**src/rtl/ex_mem_latch.sv**
```systemverilog
// EX/MEM pipeline register for the 16-bit five-stage pipeline.
// Captures EX results and control on each load edge, holds on stall,
// inserts bubbles on flush, and latches a sticky HALT so nothing younger
// than HALT reaches MEM or the forwarding unit.
// Optional feature macro: EXMEM_BUBBLE_COUNT_EN enables the saturating
// bubble counter; without it bubble_count is tied to zero.
module ex_mem_latch (
  input  logic        clk,
  input  logic        rst,
  input  logic        stall,
  input  logic        flush,
  input  logic        ex_valid,
  input  logic [15:0] ex_alu_out,
  input  logic [15:0] ex_comp_result,
  input  logic [15:0] ex_slbi_result,
  input  logic [15:0] ex_immediate,
  input  logic [15:0] ex_pc_add,
  input  logic [15:0] ex_store_data,
  input  logic [2:0]  ex_write_r,
  input  logic        ex_REG_WRITE,
  input  logic        ex_MEM_READ,
  input  logic        ex_MEM_WRITE,
  input  logic        ex_COMP_REG,
  input  logic        ex_SLBI,
  input  logic        ex_LBI,
  input  logic        ex_JUMP,
  input  logic        ex_HALT,
  output logic [15:0] mem_alu_out,
  output logic [15:0] mem_comp_result,
  output logic [15:0] mem_slbi_result,
  output logic [15:0] mem_immediate,
  output logic [15:0] mem_pc_add,
  output logic [15:0] mem_store_data,
  output logic [2:0]  mem_write_r,
  output logic        mem_REG_WRITE,
  output logic        mem_MEM_READ,
  output logic        mem_MEM_WRITE,
  output logic        mem_COMP_REG,
  output logic        mem_SLBI,
  output logic        mem_LBI,
  output logic        mem_JUMP,
  output logic        mem_HALT,
  output logic        mem_valid,
  output logic        mem_halted,
  output logic [15:0] bubble_count
);

  typedef enum logic {S_RUN = 1'b0, S_HALTED = 1'b1} state_t;

  state_t r_state;
  state_t w_state_nxt;
  logic   w_load;
  logic   w_bubble;
  logic   w_count;

  logic [15:0] r_alu_out, r_comp_result, r_slbi_result;
  logic [15:0] r_immediate, r_pc_add, r_store_data;
  logic [2:0]  r_write_r;
  logic [7:0]  r_ctl;
  logic        r_valid;
  logic [7:0]  w_ex_ctl;

  // Control bits gathered in output order so they can be gated as one vector.
  assign w_ex_ctl = {ex_REG_WRITE, ex_MEM_READ, ex_MEM_WRITE, ex_COMP_REG,
                     ex_SLBI, ex_LBI, ex_JUMP, ex_HALT};

  // Sticky RUN/HALTED state; only reset returns to RUN.
  always_ff @(posedge clk) begin
    if (rst) r_state <= S_RUN;
    else     r_state <= w_state_nxt;
  end

  // Edge-action decode: flush beats stall; a load while HALTED becomes a bubble.
  always_comb begin
    w_state_nxt = r_state;
    w_load      = 1'b0;
    w_bubble    = 1'b0;
    w_count     = 1'b0;
    if (flush) begin
      w_bubble = 1'b1;
      w_count  = 1'b1;
    end else if (!stall) begin
      case (r_state)
        S_RUN: begin
          w_load  = 1'b1;
          w_count = !ex_valid;
          if (ex_valid && ex_HALT) w_state_nxt = S_HALTED;
        end
        S_HALTED: begin
          w_bubble = 1'b1;
          w_count  = 1'b1;
        end
        default: w_state_nxt = S_RUN;
      endcase
    end
  end

  // Data fields: captured on load only; bubbles leave them untouched to avoid toggling.
  always_ff @(posedge clk) begin
    if (rst) begin
      r_alu_out     <= '0;
      r_comp_result <= '0;
      r_slbi_result <= '0;
      r_immediate   <= '0;
      r_pc_add      <= '0;
      r_store_data  <= '0;
      r_write_r     <= '0;
    end else if (w_load) begin
      r_alu_out     <= ex_alu_out;
      r_comp_result <= ex_comp_result;
      r_slbi_result <= ex_slbi_result;
      r_immediate   <= ex_immediate;
      r_pc_add      <= ex_pc_add;
      r_store_data  <= ex_store_data;
      r_write_r     <= ex_write_r;
    end
  end

  // Valid and control: cleared on bubble, gated by ex_valid on load.
  always_ff @(posedge clk) begin
    if (rst) begin
      r_ctl   <= '0;
      r_valid <= 1'b0;
    end else if (w_bubble) begin
      r_ctl   <= '0;
      r_valid <= 1'b0;
    end else if (w_load) begin
      r_ctl   <= w_ex_ctl & {8{ex_valid}};
      r_valid <= ex_valid;
    end
  end

`ifdef EXMEM_BUBBLE_COUNT_EN
  function automatic logic [15:0] sat_inc16(input logic [15:0] v);
    return (v == 16'hFFFF) ? v : v + 16'd1;
  endfunction

  logic [15:0] r_bubble_count;

  // Saturating count of bubble edges and invalid RUN loads.
  always_ff @(posedge clk) begin
    if (rst)          r_bubble_count <= '0;
    else if (w_count) r_bubble_count <= sat_inc16(r_bubble_count);
  end

  assign bubble_count = r_bubble_count;
`else
  logic w_unused_count;
  assign w_unused_count = w_count;
  assign bubble_count   = 16'd0;
`endif

  assign mem_alu_out     = r_alu_out;
  assign mem_comp_result = r_comp_result;
  assign mem_slbi_result = r_slbi_result;
  assign mem_immediate   = r_immediate;
  assign mem_pc_add      = r_pc_add;
  assign mem_store_data  = r_store_data;
  assign mem_write_r     = r_write_r;
  assign mem_REG_WRITE   = r_ctl[7];
  assign mem_MEM_READ    = r_ctl[6];
  assign mem_MEM_WRITE   = r_ctl[5];
  assign mem_COMP_REG    = r_ctl[4];
  assign mem_SLBI        = r_ctl[3];
  assign mem_LBI         = r_ctl[2];
  assign mem_JUMP        = r_ctl[1];
  assign mem_HALT        = r_ctl[0];
  assign mem_valid       = r_valid;
  assign mem_halted      = (r_state == S_HALTED);

endmodule

```
**config.mk**
```make
export PLATFORM = sky130hd
export DESIGN_NAME = ex_mem_latch
export DESIGN_NICKNAME = d
export VERILOG_FILES = /design/src/rtl/ex_mem_latch.sv
export SDC_FILE = /design/constraint.sdc
export NUM_CORES = 1
export LEC_CHECK = 0
export ABC_CLOCK_PERIOD_IN_PS = 1300
export BUFFER_PORTS_ARGS = -buffer_cell sky130_fd_sc_hd__buf_2
export CAP_MARGIN = 0
export CELL_PAD_IN_SITES_DETAIL_PLACEMENT = 2
export CELL_PAD_IN_SITES_GLOBAL_PLACEMENT = 2
export CORE_MARGIN = 10
export CORE_UTILIZATION = 20
export DETAILED_ROUTE_END_ITERATION = 6
export PLACE_DENSITY_LB_ADDON = 0.1
export SYNTH_ARGS = -nofsm -noshare
export SYNTH_HDL_FRONTEND = slang
export SYNTH_SLANG_ARGS = --single-unit
```
**constraint.sdc**
```tcl
create_clock -name clk -period 1.3 [get_ports clk]
set_clock_uncertainty 0.05 [all_clocks]
set_input_delay 0.065 -clock clk [delete_from_list [all_inputs] [get_ports clk]]
set_output_delay 0.065 -clock clk [all_outputs]
set_load 0.005 [all_outputs]
```
==> results.yml, run 1 <==
finish:
  fillerInstances: 2179
  layout.nets: 921
  layout-drive-gt1-share: 0.3091
  area_growth_pct: 71.15
  fin_util: 0.3524
  finalNonFillerCells: 1074
  finish.instance_area_um2: 6658
route:
  ant_nets: 0
  dr.pass1.iters: 4
  post-route-drc-count: 0
  wire_per_inst_um: 16.85
  via_per_inst: 4.114
  drt-initial-drc-count: 121
  num_vias: 4418
  wl_um: 18100
cts:
  post_cts_buffers: 0
  cts_tree: "done"
  htree_levels: 3
  clkTransAtPathRegs_ns: 0.07
  clock_latency_ns: 0.34
  cts_inserted_buffers: 9
  cts.path.max_buffers: 2
  cts_root_buf: "clkbuf_16"
  cts_sinks: 109
timing:
  worst_hold_slack_ns: 0.03619
  final_hold_viol_count: 0
  slew_viol_final: 0
  finalSetupViolations: 0
  rsz0062_at_grt: "yes"
  timing.fmax_mhz: 773.8
  fin_crit_ns: 1.292
  worst_slack_ns: 0.007648
  min_period_over_period: 0.9941
job:
  maxCapViolCount: 0
global_route:
  antenna_found_initial: 2
  grt_pass1_wl_um: 28300
  grt_overflow: 0
  track_usage: 0.1374
  grt_pass1_vias: 5059
  grt_max_degree: 57
floorplan:
  core-area_um2: 18890
  io_pins: 237
  start_util: 0.2059
  core.rowCount: 50
  die_w_um: 159.5
  die_h_um: 159.5
  die-area_um2: 25430
power:
  ir_drop_uv: 572.8
  p_leak_nw: 3.000
  power_density_nw_per_um2: 1083
yosys:
  syn_inst: 493
  ys_ff_latch: 109
  yosys_warnings: 0
  syn-cell-area_um2: 3890
  seq_area_frac_synth: 0.5610
  syn_avg_cell_area_um2: 7.890
  ys_types: 14
setup_path:
  worst_path_max_delay_cell: "or3_4"
  cp_cell_sequence: "or3_4 -> buf_12 -> nand2_1 -> a21oi_1"
  worstSetupPathType: "reg -> reg"
  start_kind: "flip-flop"
  crit_fanout: 41
  worst_setup_path_end_kind: "flip-flop"
  crit_path_max_incr_delay_ns: 0.39
  required_ns: 1.48
  critPathArrivalTime_ns: 1.47
placement:
  port_buffers: 220
  pre_cts_ws_ns: -0.01680
  placed_area_um2: 5318
  hpwlAfterDp_um: 12680
  gp_congestion: 0.7027
  place_inst: 951
run_status:
  status: "finished clean"
min_path:
  min_path_type: "in -> reg"
layer usage:
layer,track usage,share of wire
met1,0.1527,0.42
met2,0.2323,0.48
met3,0.06042,0.088
met4,0.03917,0.012
met5,0,0
cells by family after synthesis:
| group | Yosys count | share of synthesized area |
|---|---|---|
| compound gates | 110 | 0.1415 |
| flops | 109 | 0.5610 |
| simple gates | 221 | 0.2200 |
| other cells | 1 | 0.0009640 |
| buf+inv | 52 | 0.07655 |
cells in the final DEF (no fill, tap or decap):
master	netlist	final
conb_1	1	16
a21oi_2	0	1
nand3_1	9	8
dfxtp_1	109	108
dlygate4sd3_1	0	107
clkbuf_16	0	9
nor2_1	2	2
nand2_2	0	1
buf_2	10	219
nand3_2	0	1
or3_4	0	1
inv_1	1	1
clkinvlp_4	0	1
clkinv_2	0	1
o21ai_1	0	1
dfxtp_2	0	1
a21oi_1	109	108
buf_4	18	4
diode_2	0	2
clkbuf_1	20	3
buf_6	3	1
nor3_4	1	1
buf_12	0	10
nand2_1	208	207
power breakdown:
| part | switching [mW] | internal (mW) |
|---|---|---|
| Clock | 1.23 | 1.28 |
| Sequential | 0.0763 | 3.49 |
| Combinational | 0.530 | 0.603 |
| Total | 1.84 | 5.37 |
worst max-delay path, delay by kind of cell (launching register included):
| family | cells | cell delay [ns] |
|---|---|---|
| AOI/OAI and AO/OA | 1 | 0.07 |
| buffers and inverters | 1 | 0.19 |
| DFF | 1 | 0.35 |
| and+or+nand+nor | 2 | 0.49 |
cell usage after synthesis:
master	instances	share of area
a21oi_1	109	0.14
nand3_1	9	0.012
buf_2	10	0.013
o21ai_0	1	0.0013
nand2_1	208	0.20
conb_1	1	0.00096
nor3_4	1	0.0042
buf_6	3	0.0087
buf_4	18	0.035
or3_1	1	0.0016
clkbuf_1	20	0.019
dfxtp_1	109	0.56
nor2_1	2	0.0019
inv_1	1	0.00096
registers in the layout, summed over array words and instances, names as in the netlist:
| register | flops |
|---|---|
| mem_halted | 1 |
| mem_slbi_result | 16 |
| mem_alu_out | 16 |
| r_ctl | 8 |
| mem_pc_add | 16 |
| mem_valid | 1 |
| mem_immediate | 16 |
| mem_write_r | 3 |
| mem_comp_result | 16 |
| mem_store_data | 16 |
worst paths after layout:
check,startpoint,to,slack (ns),depth (start not counted)
setup / recovery,mem_halted$_SDFFE_PP0P_,mem_alu_out[1]$_SDFFE_PP0P_,0.008,4
hold / removal,ex_valid,r_ctl[1]$_SDFFE_PP0P_,0.04,3
setup reg to reg,mem_halted$_SDFFE_PP0P_,mem_alu_out[1]$_SDFFE_PP0P_,0.008,4
hold reg to reg,mem_valid$_SDFFE_PP0P_,mem_valid$_SDFFE_PP0P_,0.40,2
what timing repair did:
item | in CTS | in global routing
pin swaps | 1 | 0
hold buffers | 107 | 0
endpoints found under the setup margin | 9 | 47
gates resized for setup | 1 | 3
hold endpoints to repair | 108 | 0
stage by stage:
| stage | TNS [ns] | power [mW] |
|---|---|---|
| floorplan | -0.2345 | 4.028 |
| global placement | 0 | 4.488 |
| detailed placement | -0.02424 | 4.525 |
| CTS | 0 | 7.361 |
| global route | -0.8602 | 7.618 |
| finish | 0 | 7.213 |
cell type report:
cell class | count | area, µm² | share of cell area
Clock inverter | 2 | 12.51 | 0.001879
Timing Repair Buffer | 341 | 2409 | 0.3618
Sequential cell | 109 | 2183 | 0.3279
Tap cell | 260 | 325.3 | 0.04886
Antenna cell | 2 | 5.005 | 0.0007517
Clock buffer | 12 | 236.5 | 0.03552
Multi-Input combinational cell | 347 | 1483 | 0.2227
Inverter | 1 | 3.754 | 0.0005638
No activity file was read; power rests on OpenSTA's default activity.
==> run 2: changes to the inputs <==
- REMOVE_ABC_BUFFERS: default -> 1
==> results.yml, run 2 (synthesis gave the netlist of run 1 again) <==
min_path:
  hold_depth: 4
  min_path_type: "in -> reg"
setup_path:
  required_ns: 1.48
  critPathArrivalTime_ns: 1.52
  crit_path_max_incr_delay_ns: 0.42
  worst_path_max_delay_cell: "or3_4"
  cp_cell_sequence: "or3_4 -> buf_12 -> nand2_1 -> a21oi_1"
  start_kind: "flip-flop"
  crit_fanout: 44
  worstSetupPathType: "reg -> reg"
  worst_setup_path_end_kind: "flip-flop"
  r2r_cells: 4
finish:
  layout-drive-gt1-share: 0.3171
  final_cell_mix: "buf_2, nand2_1, dlygate4sd3_1"
  finish.instance_area_um2: 6914
  fillerInstances: 2206
  antennaDiodeCount: 0
  finalNonFillerCells: 1083
  layout_commonest_cell: "buf_2"
  area_growth_pct: 77.74
  layout.nets: 931
cts:
  post_cts_buffers: 0
  htree_levels: 3
  cts_inserted_buffers: 9
  cts_sinks: 109
  cts.path.max_buffers: 2
  clock_latency_ns: 0.35
  clkTransAtPathRegs_ns: 0.07
  cts_root_buf: "clkbuf_16"
  cts_tree: "done"
run_status:
  status: "finished with violations"
  violations: "setup timing"
placement:
  placed_area_um2: 5271
  gp_congestion: 0.6954
  port_buffers: 220
  place_inst: 950
  hpwlAfterDp_um: 12530
route:
  wire_per_inst_um: 17.65
  via_per_inst: 4.174
  num_vias: 4520
  drt-initial-drc-count: 100
  dr.pass1.iters: 4
  ant_nets: 0
  wl_um: 19110
  post-route-drc-count: 0
timing:
  worst_hold_slack_ns: 0.03186
  fin_crit_ns: 1.346
  rsz0062_at_grt: "yes"
  worst_slack_ns: -0.04588
  finalSetupViolations: 61
  final_hold_viol_count: 0
  timing.fmax_mhz: 743.0
  tns_ns: -0.7739
  slew_viol_final: 0
  min_period_over_period: 1.035
floorplan:
  start_util: 0.2059
  die_w_um: 159.5
  io_pins: 237
  die-area_um2: 25430
  core-area_um2: 18890
  core.rowCount: 50
  die_h_um: 159.5
power:
  pwr-share-comb: 0.153
  p_clk_frac: 0.399
  ir_drop_uv: 595.7
  p_sw_mw: 1.932
  total_power_mw: 7.943
  swShare: 0.2432
  power_density_nw_per_um2: 1149
  sequentialPowerShare: 0.448
  p_int_mw: 6.011
  p_leak_nw: 3.131
global_route:
  grt_pass1_vias: 5111
  grt_max_degree: 59
  grt_overflow: 0
  track_usage: 0.1384
  antenna_found_initial: 0
  grt_pass1_wl_um: 28550
job:
  maxCapViolCount: 0
[run 2: changes by cell type in the layout (fill, tap and decap cells not counted), moves of 2 or more]
cell,delta
clkbuf_16,+6
buf_12,-4
buf_6,+3
bufinv_16,+3
buf_16,+2
clkbuf_1,-2
diode_2,-2
dlygate4sd3_1,+2
[run 2: power groups by stage]
stage | Combinational, mW | Clock, mW | Sequential [mW]
2_1_floorplan | 0.264 | 0 | 3.65
3_3_place_gp | 0.842 | 0 | 3.63
3_5_place_dp | 0.872 | 0 | 3.64
4_1_cts | 1.16 | 3.29 | 3.56
5_1_grt | 1.36 | 3.40 | 3.58
6_report | 1.22 | 3.17 | 3.56
[run 2: worst max-delay path: cells and delay by family, from the launching register on]
| kind | cells | cell delay [ns] |
|---|---|---|
| AOI/OAI and AO/OA | 1 | 0.07 |
| buffers and inverters | 1 | 0.21 |
| DFF | 1 | 0.35 |
| and+or+nand+nor | 2 | 0.53 |
[run 2: per-layer routing]
| layer | vias to the layer above | wire length (µm) | track usage |
|---|---|---|---|
| met5 | - | 0 | 0 |
| met2 | 155 | 9361 | 0.2317 |
| li1 | 2202 | - | - |
| met1 | 2143 | 8125 | 0.1610 |
| met4 | 0 | 328 | 0.04760 |
| met3 | 20 | 1297 | 0.04725 |
[run 2: cell type report]
type                       instances  area (µm²)  area share
sequential                       109        2183      0.3158
clock buffer                      10       229.0     0.03312
tap                              260       325.3     0.04705
multi-input combinational        347        1478      0.2137
inverter                           1       3.754   0.0005429
timing repair buffer             351        2595      0.3753
clock inverter                     5       100.1     0.01448
[run 2: worst paths after layout]
kind,startpoint,endpoint,slack [ns]
max reg2reg,mem_halted$_SDFFE_PP0P_,mem_pc_add[13]$_SDFFE_PP0P_,-0.05
min,stall,mem_halted$_SDFFE_PP0P_,0.03
max,mem_halted$_SDFFE_PP0P_,mem_pc_add[13]$_SDFFE_PP0P_,-0.05
min reg2reg,mem_comp_result[6]$_SDFFE_PP0P_,mem_comp_result[6]$_SDFFE_PP0P_,0.40
[run 2: repair_timing]
item	CTS	global route
hold buffers	109	0
gates resized for setup	4	3
endpoints found under the setup margin	108	107
hold endpoints to repair	109	0
pin swaps	1	2
cloned	1	8
[run 2: through the flow]
stage / setup WS, ns / util
2_1_floorplan: -1.412 / -
3_3_place_gp: -0.02346 / 0.2790
3_5_place_dp: -0.07833 / 0.2790
4_1_cts: -0.05112 / 0.3563
5_1_grt: -0.1099 / 0.3660
6_report: -0.04588 / 0.3660
==> run 3: changes to the inputs <==
- ABC_CLOCK_PERIOD_IN_PS: 1300 -> 1550
- CORE_UTILIZATION: 20 -> 24
- clock period: 1.3 -> 1.55 ns (I/O delays scaled with it)
==> results.yml, run 3 (synthesis gave the netlist of run 1 again) <==
power:
  p_clk_frac: 0.352
  sequentialPowerShare: 0.495
  p_int_mw: 4.485
  pwr-share-comb: 0.153
  swShare: 0.2565
  total_power_mw: 6.032
  p_sw_mw: 1.548
  ir_drop_uv: 529.5
  p_leak_nw: 2.952
  power_density_nw_per_um2: 932.2
route:
  wire_per_inst_um: 18.37
  wl_um: 18870
  ant_nets: 0
  post-route-drc-count: 0
  via_per_inst: 4.413
  num_vias: 4532
  dr.pass1.iters: 4
  drt-initial-drc-count: 117
timing:
  final_hold_viol_count: 0
  worst_slack_ns: 0.09990
  timing.fmax_mhz: 689.6
  tns_ns: 0
  fin_crit_ns: 1.450
  slew_viol_final: 0
  min_period_over_period: 0.9355
  finalSetupViolations: 0
  rsz0062_at_grt: "no"
  worst_hold_slack_ns: 0.03053
cts:
  cts_sinks: 109
  cts.path.max_buffers: 2
  htree_levels: 3
  cts_root_buf: "clkbuf_16"
  clock_latency_ns: 0.35
  clkTransAtPathRegs_ns: 0.07
  cts_inserted_buffers: 9
  cts_tree: "done"
global_route:
  grt_max_degree: 75
  grt_overflow: 0
  met2_usage: 0.3000
  grt_pass1_vias: 5098
  track_usage: 0.1696
  grtUsageMet3: 0.06173
  grt_pass1_wl_um: 29300
  top_usage_layer: "met2"
  antenna_found_initial: 1
  met1_usage: 0.1848
finish:
  final_cell_mix: "buf_2, nand2_1, a21oi_1, dfxtp_1, dlygate4sd3_1"
  layout-drive-gt1-share: 0.3000
  fin_util: 0.4074
  area_growth_pct: 66.36
  layout_commonest_cell: "buf_2"
  layout.nets: 917
setup_path:
  cp_top_family: "simple AND/OR/NAND/NOR gates"
  cp_cell_sequence: "or3_4 -> buf_12 -> nand2_1 -> a21oi_1"
  worst_setup_path_end_kind: "flip-flop"
  crit_buf_inv: 1
  worst_path_max_delay_cell: "or3_4"
  worstSetupPathType: "reg -> reg"
  crit_path_max_incr_delay_ns: 0.43
  required_ns: 1.73
  start_kind: "flip-flop"
  critPathArrivalTime_ns: 1.63
  crit_fanout: 74
run_status:
  status: "finished clean"
floorplan:
  core-area_um2: 15890
  core.rowCount: 46
  die_w_um: 147.3
  start_util: 0.2449
  die_h_um: 147.3
  io_pins: 237
  die-area_um2: 21700
placement:
  port_buffers: 220
  gp_congestion: 0.7261
  pre_cts_ws_ns: 0.1418
  hpwlAfterDp_um: 12210
min_path:
  min_path_type: "in -> reg"
job:
  maxCapViolCount: 0
## run 3: final cells by class
class / instances / area, µm²
clock inverters: 2 / 10.01
well taps: 216 / 270.3
diodes: 1 / 2.502
flip-flops and latches: 109 / 2182
inverters: 1 / 3.754
fillers: 1866 / 9414
multi-input cells: 347 / 1471
repair buffers: 337 / 2287
clock buffers: 14 / 244.0
## run 3: metal layers
layer,routed length [µm],share of wire
met5,0,0
met4,253,0.013
met3,1417,0.075
met2,9566,0.51
met1,7630,0.40
## run 3: power groups by stage
stage	logic (mW)	clock network, mW	registers [mW]
floorplan	0.221	0	3.06
global placement	0.679	0	3.04
detailed placement	0.703	0	3.05
CTS	0.921	2.22	2.99
global route	1.03	2.33	3.00
finish	0.923	2.12	2.99
## run 3: path summary, 6_finish.rpt
check | cells after the start | slack [ns] | to | startpoint
worst min-delay path | 3 | 0.03 | r_ctl[0]$_SDFFE_PP0P_ | ex_valid
worst max-delay path | 4 | 0.1 | mem_store_data[11]$_SDFFE_PP0P_ | mem_halted$_SDFFE_PP0P_
worst max register to register | 4 | 0.1 | mem_store_data[11]$_SDFFE_PP0P_ | mem_halted$_SDFFE_PP0P_
worst min register to register | 2 | 0.40 | mem_comp_result[1]$_SDFFE_PP0P_ | mem_comp_result[1]$_SDFFE_PP0P_
## run 3: what timing repair did
item | CTS | global route
setup buffers | 0 | 0
resized for setup | 0 | 0
hold buffers | 107 | 0
endpoints found under the hold margin | 108 | 0
## run 3: through the flow
| stage | cells | instance area, µm² |
|---|---|---|
| after floorplan | 457 | 3652 |
| after global placement | 903 | 5144 |
| after detailed placement | 903 | 5144 |
| after CTS | 1026 | 6469 |
| after global routing | 1027 | 6471 |
| final | 1027 | 6471 |
## run 3: tightest hold or removal path: stages
cell,delay (ns)
buf_2,0.17
nand3_1,0.09
a21oi_1,0.05
